### src/rtl/sysbus_arbiter.sv
// Two-master system bus arbiter with slave address decode and read steering.
// Master 0 has priority; master 1 is guaranteed a grant after STARVE_LIMIT denials.
module sysbus_arbiter #(
  parameter int unsigned STARVE_LIMIT = 8,
  parameter int unsigned CNT_W        = 4
) (
  input  logic        clk_i,
  input  logic        rst_i,
  input  logic        m0_en_i,
  input  logic        m0_rdwr_i,
  input  logic [3:0]  m0_mask_i,
  input  logic [31:0] m0_addr_i,
  input  logic [31:0] m0_wr_data_i,
  output logic        m0_gnt_o,
  output logic [31:0] m0_rd_data_o,
  output logic        m0_rd_valid_o,
  input  logic        m1_en_i,
  input  logic        m1_rdwr_i,
  input  logic [3:0]  m1_mask_i,
  input  logic [31:0] m1_addr_i,
  input  logic [31:0] m1_wr_data_i,
  output logic        m1_gnt_o,
  output logic [31:0] m1_rd_data_o,
  output logic        m1_rd_valid_o,
  output logic        bus_rdwr_o,
  output logic [3:0]  bus_mask_o,
  output logic [31:0] bus_addr_o,
  output logic [31:0] bus_wr_data_o,
  output logic        mem_en_o,
  output logic        gemm_en_o,
  output logic        uart_sel_o,
  input  logic [31:0] mem_rd_data_i,
  input  logic [31:0] gemm_rd_data_i,
  input  logic [31:0] uart_rd_data_i
);

  localparam logic [CNT_W-1:0] LIMIT = CNT_W'(STARVE_LIMIT);

  localparam logic [1:0] SLV_MEM  = 2'd0;
  localparam logic [1:0] SLV_GEMM = 2'd1;
  localparam logic [1:0] SLV_UART = 2'd2;

  logic [CNT_W-1:0] cnt_q, cnt_d;
  logic             vld_q, vld_d;
  logic             own_q, own_d;
  logic [1:0]       slv_q, slv_d;

  logic        m0_gnt, m1_gnt, gnt_any;
  logic [31:0] addr;
  logic [31:0] rd_mux;

  assign m1_gnt  = !rst_i && m1_en_i && (!m0_en_i || (cnt_q == LIMIT));
  assign m0_gnt  = !rst_i && m0_en_i && !m1_gnt;
  assign gnt_any = m0_gnt || m1_gnt;

  assign addr          = m1_gnt ? m1_addr_i    : m0_addr_i;
  assign bus_rdwr_o    = m1_gnt ? m1_rdwr_i    : m0_rdwr_i;
  assign bus_mask_o    = m1_gnt ? m1_mask_i    : m0_mask_i;
  assign bus_wr_data_o = m1_gnt ? m1_wr_data_i : m0_wr_data_i;
  assign bus_addr_o    = {addr[31:2], 2'b00};

  always_comb begin
    slv_d = SLV_MEM;
    if (addr[31:28] == 4'h9) slv_d = SLV_GEMM;
    else if (addr[31:28] == 4'h8) slv_d = SLV_UART;
  end

  assign mem_en_o   = gnt_any && (slv_d == SLV_MEM);
  assign gemm_en_o  = gnt_any && (slv_d == SLV_GEMM);
  assign uart_sel_o = gnt_any && (slv_d == SLV_UART);

  assign m0_gnt_o = m0_gnt;
  assign m1_gnt_o = m1_gnt;

  // Any cycle without an m1 request, or with an m1 grant, restarts the count
  always_comb begin
    cnt_d = cnt_q;
    if (!m1_en_i || m1_gnt) cnt_d = '0;
    else if (cnt_q != LIMIT) cnt_d = cnt_q + CNT_W'(1);
  end

  assign vld_d = gnt_any && !bus_rdwr_o;
  assign own_d = m1_gnt;

  always_ff @(posedge clk_i) begin
    if (rst_i) begin
      cnt_q <= '0;
      vld_q <= 1'b0;
      own_q <= 1'b0;
      slv_q <= SLV_MEM;
    end else begin
      cnt_q <= cnt_d;
      vld_q <= vld_d;
      if (vld_d) begin
        own_q <= own_d;
        slv_q <= slv_d;
      end
    end
  end

  always_comb begin
    rd_mux = mem_rd_data_i;
    if (slv_q == SLV_GEMM) rd_mux = gemm_rd_data_i;
    else if (slv_q == SLV_UART) rd_mux = uart_rd_data_i;
  end

  assign m0_rd_valid_o = !rst_i && vld_q && !own_q;
  assign m1_rd_valid_o = !rst_i && vld_q && own_q;
  assign m0_rd_data_o  = m0_rd_valid_o ? rd_mux : '0;
  assign m1_rd_data_o  = m1_rd_valid_o ? rd_mux : '0;

endmodule

### config.mk
export PLATFORM = sky130hd
export DESIGN_NAME = sysbus_arbiter
export DESIGN_NICKNAME = d
export VERILOG_FILES = /design/src/rtl/sysbus_arbiter.sv
export SDC_FILE = /design/constraint.sdc
export NUM_CORES = 1
export LEC_CHECK = 0
export CORE_AREA = 10 10 139 141
export DETAILED_ROUTE_END_ITERATION = 8
export DIE_AREA = 0 0 149 151
export GPL_ROUTABILITY_DRIVEN = 0
export HOLD_SLACK_MARGIN = 0.08
export PLACE_DENSITY = 0.54
export SYNTH_ARGS = -nofsm -noshare
export SYNTH_HDL_FRONTEND = slang
export SYNTH_SLANG_ARGS = --single-unit
### constraint.sdc
create_clock -name clk_i -period 2.4 [get_ports clk_i]
set_input_delay 0.36 -clock clk_i [delete_from_list [all_inputs] [get_ports clk_i]]
set_output_delay 0.36 -clock clk_i [all_outputs]
set_load 0.1 [all_outputs]
After elaboration in Yosys (flattened, before gate mapping)
Index checks and enable logic that the tools add are counted.
- bits in registers: 8
- bits in latches: 0
- memory bits (writable): 0
- bits in read-only memories: 0
- input port bits: 238
- logic and storage cells: 45
- memories kept: 0
- add/sub/neg operators: 1
- $mul: 0
- divide/modulo/power cells: 0
- $lt $le $gt $ge: 0
- equal/unequal tests: 8
- shifts and indexed selects: 0
- muxes and demuxes: 10
- bitwise gates (word level): 0
- reduce and logical (&&, ||, !) cells: 22
- operators by type and width (operator ; count):
    two-way mux 32 bit ; 6
    equality test 4 bit (second input constant) ; 3
    logical AND 1 bit ; 11
    zero test 1 bit ; 6
    adder 4 x 1 -> 4 bit (second input constant) ; 1
    equality test 2 x 1 -> 1 bit (second input constant) ; 2
    equality test 2 bit (second input constant) ; 2
    two-way mux 2 bit ; 2
    two-way mux 4 bit ; 1
    != test 4 bit (second input constant) ; 1
    logical OR 1 bit ; 3
    zero test 2 bit ; 1
    OR reduction 2 bit ; 1
    two-way mux 1 bit ; 1

Depth between registers and ports, before layout
- depth after elaboration: 9
- mapped depth: 8
- gate-level depth less buffers: 6

Worst setup path after synthesis
Ideal clock, no wire load.
- path kind: register to output
- start point: reg cnt_q[0]
- end point: out m0_gnt_o
- arrival time: 3439 ps
- required time: 2040 ps
- setup slack: -1399 ps
- cell stages (with the launch flop): 8
- cells stage by stage: dfxtp_1 > inv_1 > ha_1 > nand3b_4 > a21boi_2 > buf_6 > buf_4 > nor3b_1
- longest elaborated chain between the ends: 5
- RTL lines (item ; RTL line ; source):
    start, declared ; 43 ; logic [CNT_W-1:0] cnt_q, cnt_d;
    start signal, assigned ; 92 ; cnt_q <= cnt_d;
    equality test 4 bit ; 52 ; assign m1_gnt = !rst_i && m1_en_i && (!m0_en_i || (cnt_q == LIMIT));
    logical OR 1 bit ; 52 ;
    logical AND 1 bit ; 52 ;
    net m1_gnt_o ; 22 ; output logic m1_gnt_o,
    zero test 1 bit ; 53 ; assign m0_gnt = !rst_i && m0_en_i && !m1_gnt;
    logical AND 1 bit ; 53 ;
    end, declared ; 14 ; output logic m0_gnt_o,
The timed path passes the listed nets, and every way through them passes these cells.

Worst setup path after layout
- start point: reg cnt_q[1]
- end point: out bus_wr_data_o[6]
- longest elaborated chain between the ends: 4
- RTL lines (item ; RTL line ; source):
    equality test 4 bit ; 52 ;
    logical OR 1 bit ; 52 ;
    logical AND 1 bit ; 52 ;
    two-way mux 32 bit ; 59 ; assign bus_wr_data_o = m1_gnt ? m1_wr_data_i : m0_wr_data_i;
    end, declared ; 28 ; output logic [31:0] bus_wr_data_o,
No other way between the ends.

==> results_dict.tcl <==
set metrics [dict create \
    fin_ws_ps 24.0 \
    met3_length_um 1950 \
    firstDrtPassIters 4 \
    p_total_uw 2610 \
    p_per_area_nw_per_um2 303 \
    synth_seq_cells 8 \
    fillers 1422 \
    hold_violations 0 \
    globalRoute.totalOverflow 0 \
    drt_wl_total_um 20100 \
    fmax_mhz 421 \
    grt_usage_pct 16.8 \
    synth_cells 354 \
    h-tree-depth 1 \
    port_buffers 371 \
    crit_fanout 8 \
    ctsHoldBuffers 0 \
    fp.dieW_um 149 \
    cts_tree "yes" \
    num_vias 4109 \
    final_max_slew_viol_count 0 \
    via_per_inst 4.31 \
    synth_cell_types 37 \
    drc_errors 0 \
    clock_sinks 8 \
    die_height_um 151 \
    num_io_pins 378 \
    drive_above_1_share_pct 44.5 \
    tns_ps 0 \
    rows 47 \
    rsz0062_at_grt "yes" \
    antenna_found_initial 1 \
    netlist_area_um2 2680 \
    yosys_warnings 0 \
    start_kind "register" \
    regArea_um2 168 \
    irDropWorstVdd_uv 189 \
    status "finished, final reports clean" \
    p_leak_uw 0.00335 \
    nets 973 \
    dr.first_iter.drc_count 63 \
    cts_buffer_depth 2 \
    min_period_over_period_pct 99.0 \
    cts_buffers 3 \
    syn-mean-instance-area_um2 7.58 \
    min_period_ps 2380 \
    pre_cts_ws_ps -78.7 \
    initial_core_util_pct 16.3 \
    syn2layout_area_growth_pct 221 \
    multi_input_comb_area_um2 2500 \
    cp-end-kind "primary output" \
    required_ps 2040 \
    finalSetupViolations 0 \
    grt_max_degree 65 \
    criticalPathCategory "register to primary output" \
    clk_pin_slew_ps 40 \
    root_buffer "clkbuf_16" \
    dp_hpwl_um 17300 \
    clk_latency_ps 230 \
    highest_layer "met4" \
    mostFrequentLayoutCell "clkdlybuf4s50_1" \
    routedWlPerCell_um 21.1 \
    m1WireLength_um 6850 \
    die-area_um2 22500 \
    wl_met2_um 10900 \
    arrival_ps 2020 \
    finClkSkew_ps 5.00 \
    final_cell_mix "clkdlybuf4s50_1, buf_12, mux2_2" \
    max_cap_viol_count 0 \
    synth_seq_area_share_pct 5.97 \
    core_um2 16500 \
    hold_path.class "register to register" \
    reg2reg_slack_ps 530 \
    grt_pass1_wl_um 29300 \
    grt_pass1_vias 4697 \
    postRouteAntennaNets 0 \
]
==> repair_timing <==
item                                    in CTS  in global routing
buffers inserted                             5                  2
pin swaps                                    1                  3
endpoints found under the setup margin      92                 25
gates cloned                                 4                  0
gates resized for setup                     35                  3
hold endpoints to repair                     0                  0
==> per-layer routing <==
| layer | track usage (%) | up-vias |
|---|---|---|
| met4 | 2.50 | 0 |
| li1 | - | 1997 |
| met3 | 6.74 | 16 |
| met2 | 32.8 | 205 |
| met1 | 16.5 | 1891 |
| met5 | 0 | - |
==> per-stage QoR <==
| stage | hold WS [ps] | std cells | instance area (um^2) | util [%] |
|---|---|---|---|---|
| final | 436 | 953 | 8620 | 52.3 |
| after floorplan | 430 | 355 | 2790 | - |
| after global routing | 461 | 953 | 8620 | 52.3 |
| after CTS | 471 | 950 | 8600 | 52.2 |
| after global placement | 442 | 937 | 8250 | 50.1 |
| after detailed placement | 455 | 937 | 8250 | 50.1 |
==> registers in the layout, summed over array words and instances, names as in the netlist <==
register	cells
own_q	1
slv_q	2
cnt_q	4
vld_q	1
==> synth_stat cells <==
| library cell | count | area share [%] |
|---|---|---|
| xor2_1 | 1 | 0.33 |
| buf_6 | 2 | 0.84 |
| clkbuf_8 | 2 | 1.0 |
| inv_1 | 8 | 1.1 |
| a311oi_2 | 1 | 0.56 |
| buf_1 | 3 | 0.42 |
| o21bai_1 | 1 | 0.28 |
| nor2b_1 | 1 | 0.23 |
| nand3b_4 | 1 | 0.75 |
| a21oi_1 | 5 | 0.93 |
| dfxtp_1 | 8 | 6.0 |
| a21boi_2 | 1 | 0.42 |
| nor2b_4 | 1 | 0.51 |
| a2111oi_0 | 1 | 0.33 |
| buf_2 | 9 | 1.7 |
| xnor2_1 | 1 | 0.33 |
| or3b_2 | 1 | 0.33 |
| and2b_1 | 1 | 0.28 |
| nand2_1 | 35 | 4.9 |
| nand3_1 | 3 | 0.56 |
| a32oi_1 | 2 | 0.65 |
| clkbuf_1 | 8 | 1.1 |
| conb_1 | 1 | 0.14 |
| nor3b_1 | 3 | 0.84 |
| a211o_2 | 1 | 0.37 |
| nand4b_1 | 1 | 0.33 |
| a221oi_1 | 2 | 0.65 |
| nor2_1 | 72 | 10 |
| a211o_1 | 1 | 0.33 |
| mux2_2 | 98 | 41 |
| or3b_4 | 1 | 0.42 |
| nand3b_1 | 1 | 0.28 |
| mux2i_1 | 32 | 12 |
| ha_1 | 2 | 0.93 |
| and2b_2 | 1 | 0.33 |
| buf_4 | 9 | 2.5 |
| o21ai_0 | 33 | 6.2 |
==> worst max-delay path: stages, from the launching register on <==
cell and delay (ps):
dfxtp_2 330, inv_2 70, ha_4 160, nand3b_4 90
a21boi_4 190, buf_6 170, buf_6 140, buf_16 140
mux2_4 320, buf_12 170
==> logic make-up after synthesis <==
group	synth area share (%)
multiplexers	53.1
AND/OR/NAND/NOR	19.8
AO/OA/AOI/OAI	10.7
buffers and inverters	8.72
flip-flops	5.97
adder cells (fa/ha/maj)	0.933
XOR/XNOR	0.653
other	0.140
==> report_power, final <==
group          switching [uW]  total [uW]  internal, uW
sequential               6.96         146           139
combinational            1190        2180           988
clock                    65.4         287           221
==> cell type report <==
class | count | area share (%)
antenna | 1 | 0.0290
timing repair buffer | 406 | 64.5
tap | 220 | 3.19
multi-input combinational | 306 | 29.1
inverter | 8 | 0.348
clock buffer | 4 | 0.915
sequential | 8 | 1.95
==> final timing paths <==
| kind | from | cells past startpoint | endpoint |
|---|---|---|---|
| max | cnt_q[1] | 9 | bus_wr_data_o[6] |
| min | cnt_q[0] | 1 | cnt_q[0] |
| max reg2reg | cnt_q[1] | 9 | slv_q[0] |
| min reg2reg | cnt_q[0] | 1 | cnt_q[0] |
No activity file was read; power rests on OpenSTA's default activity.
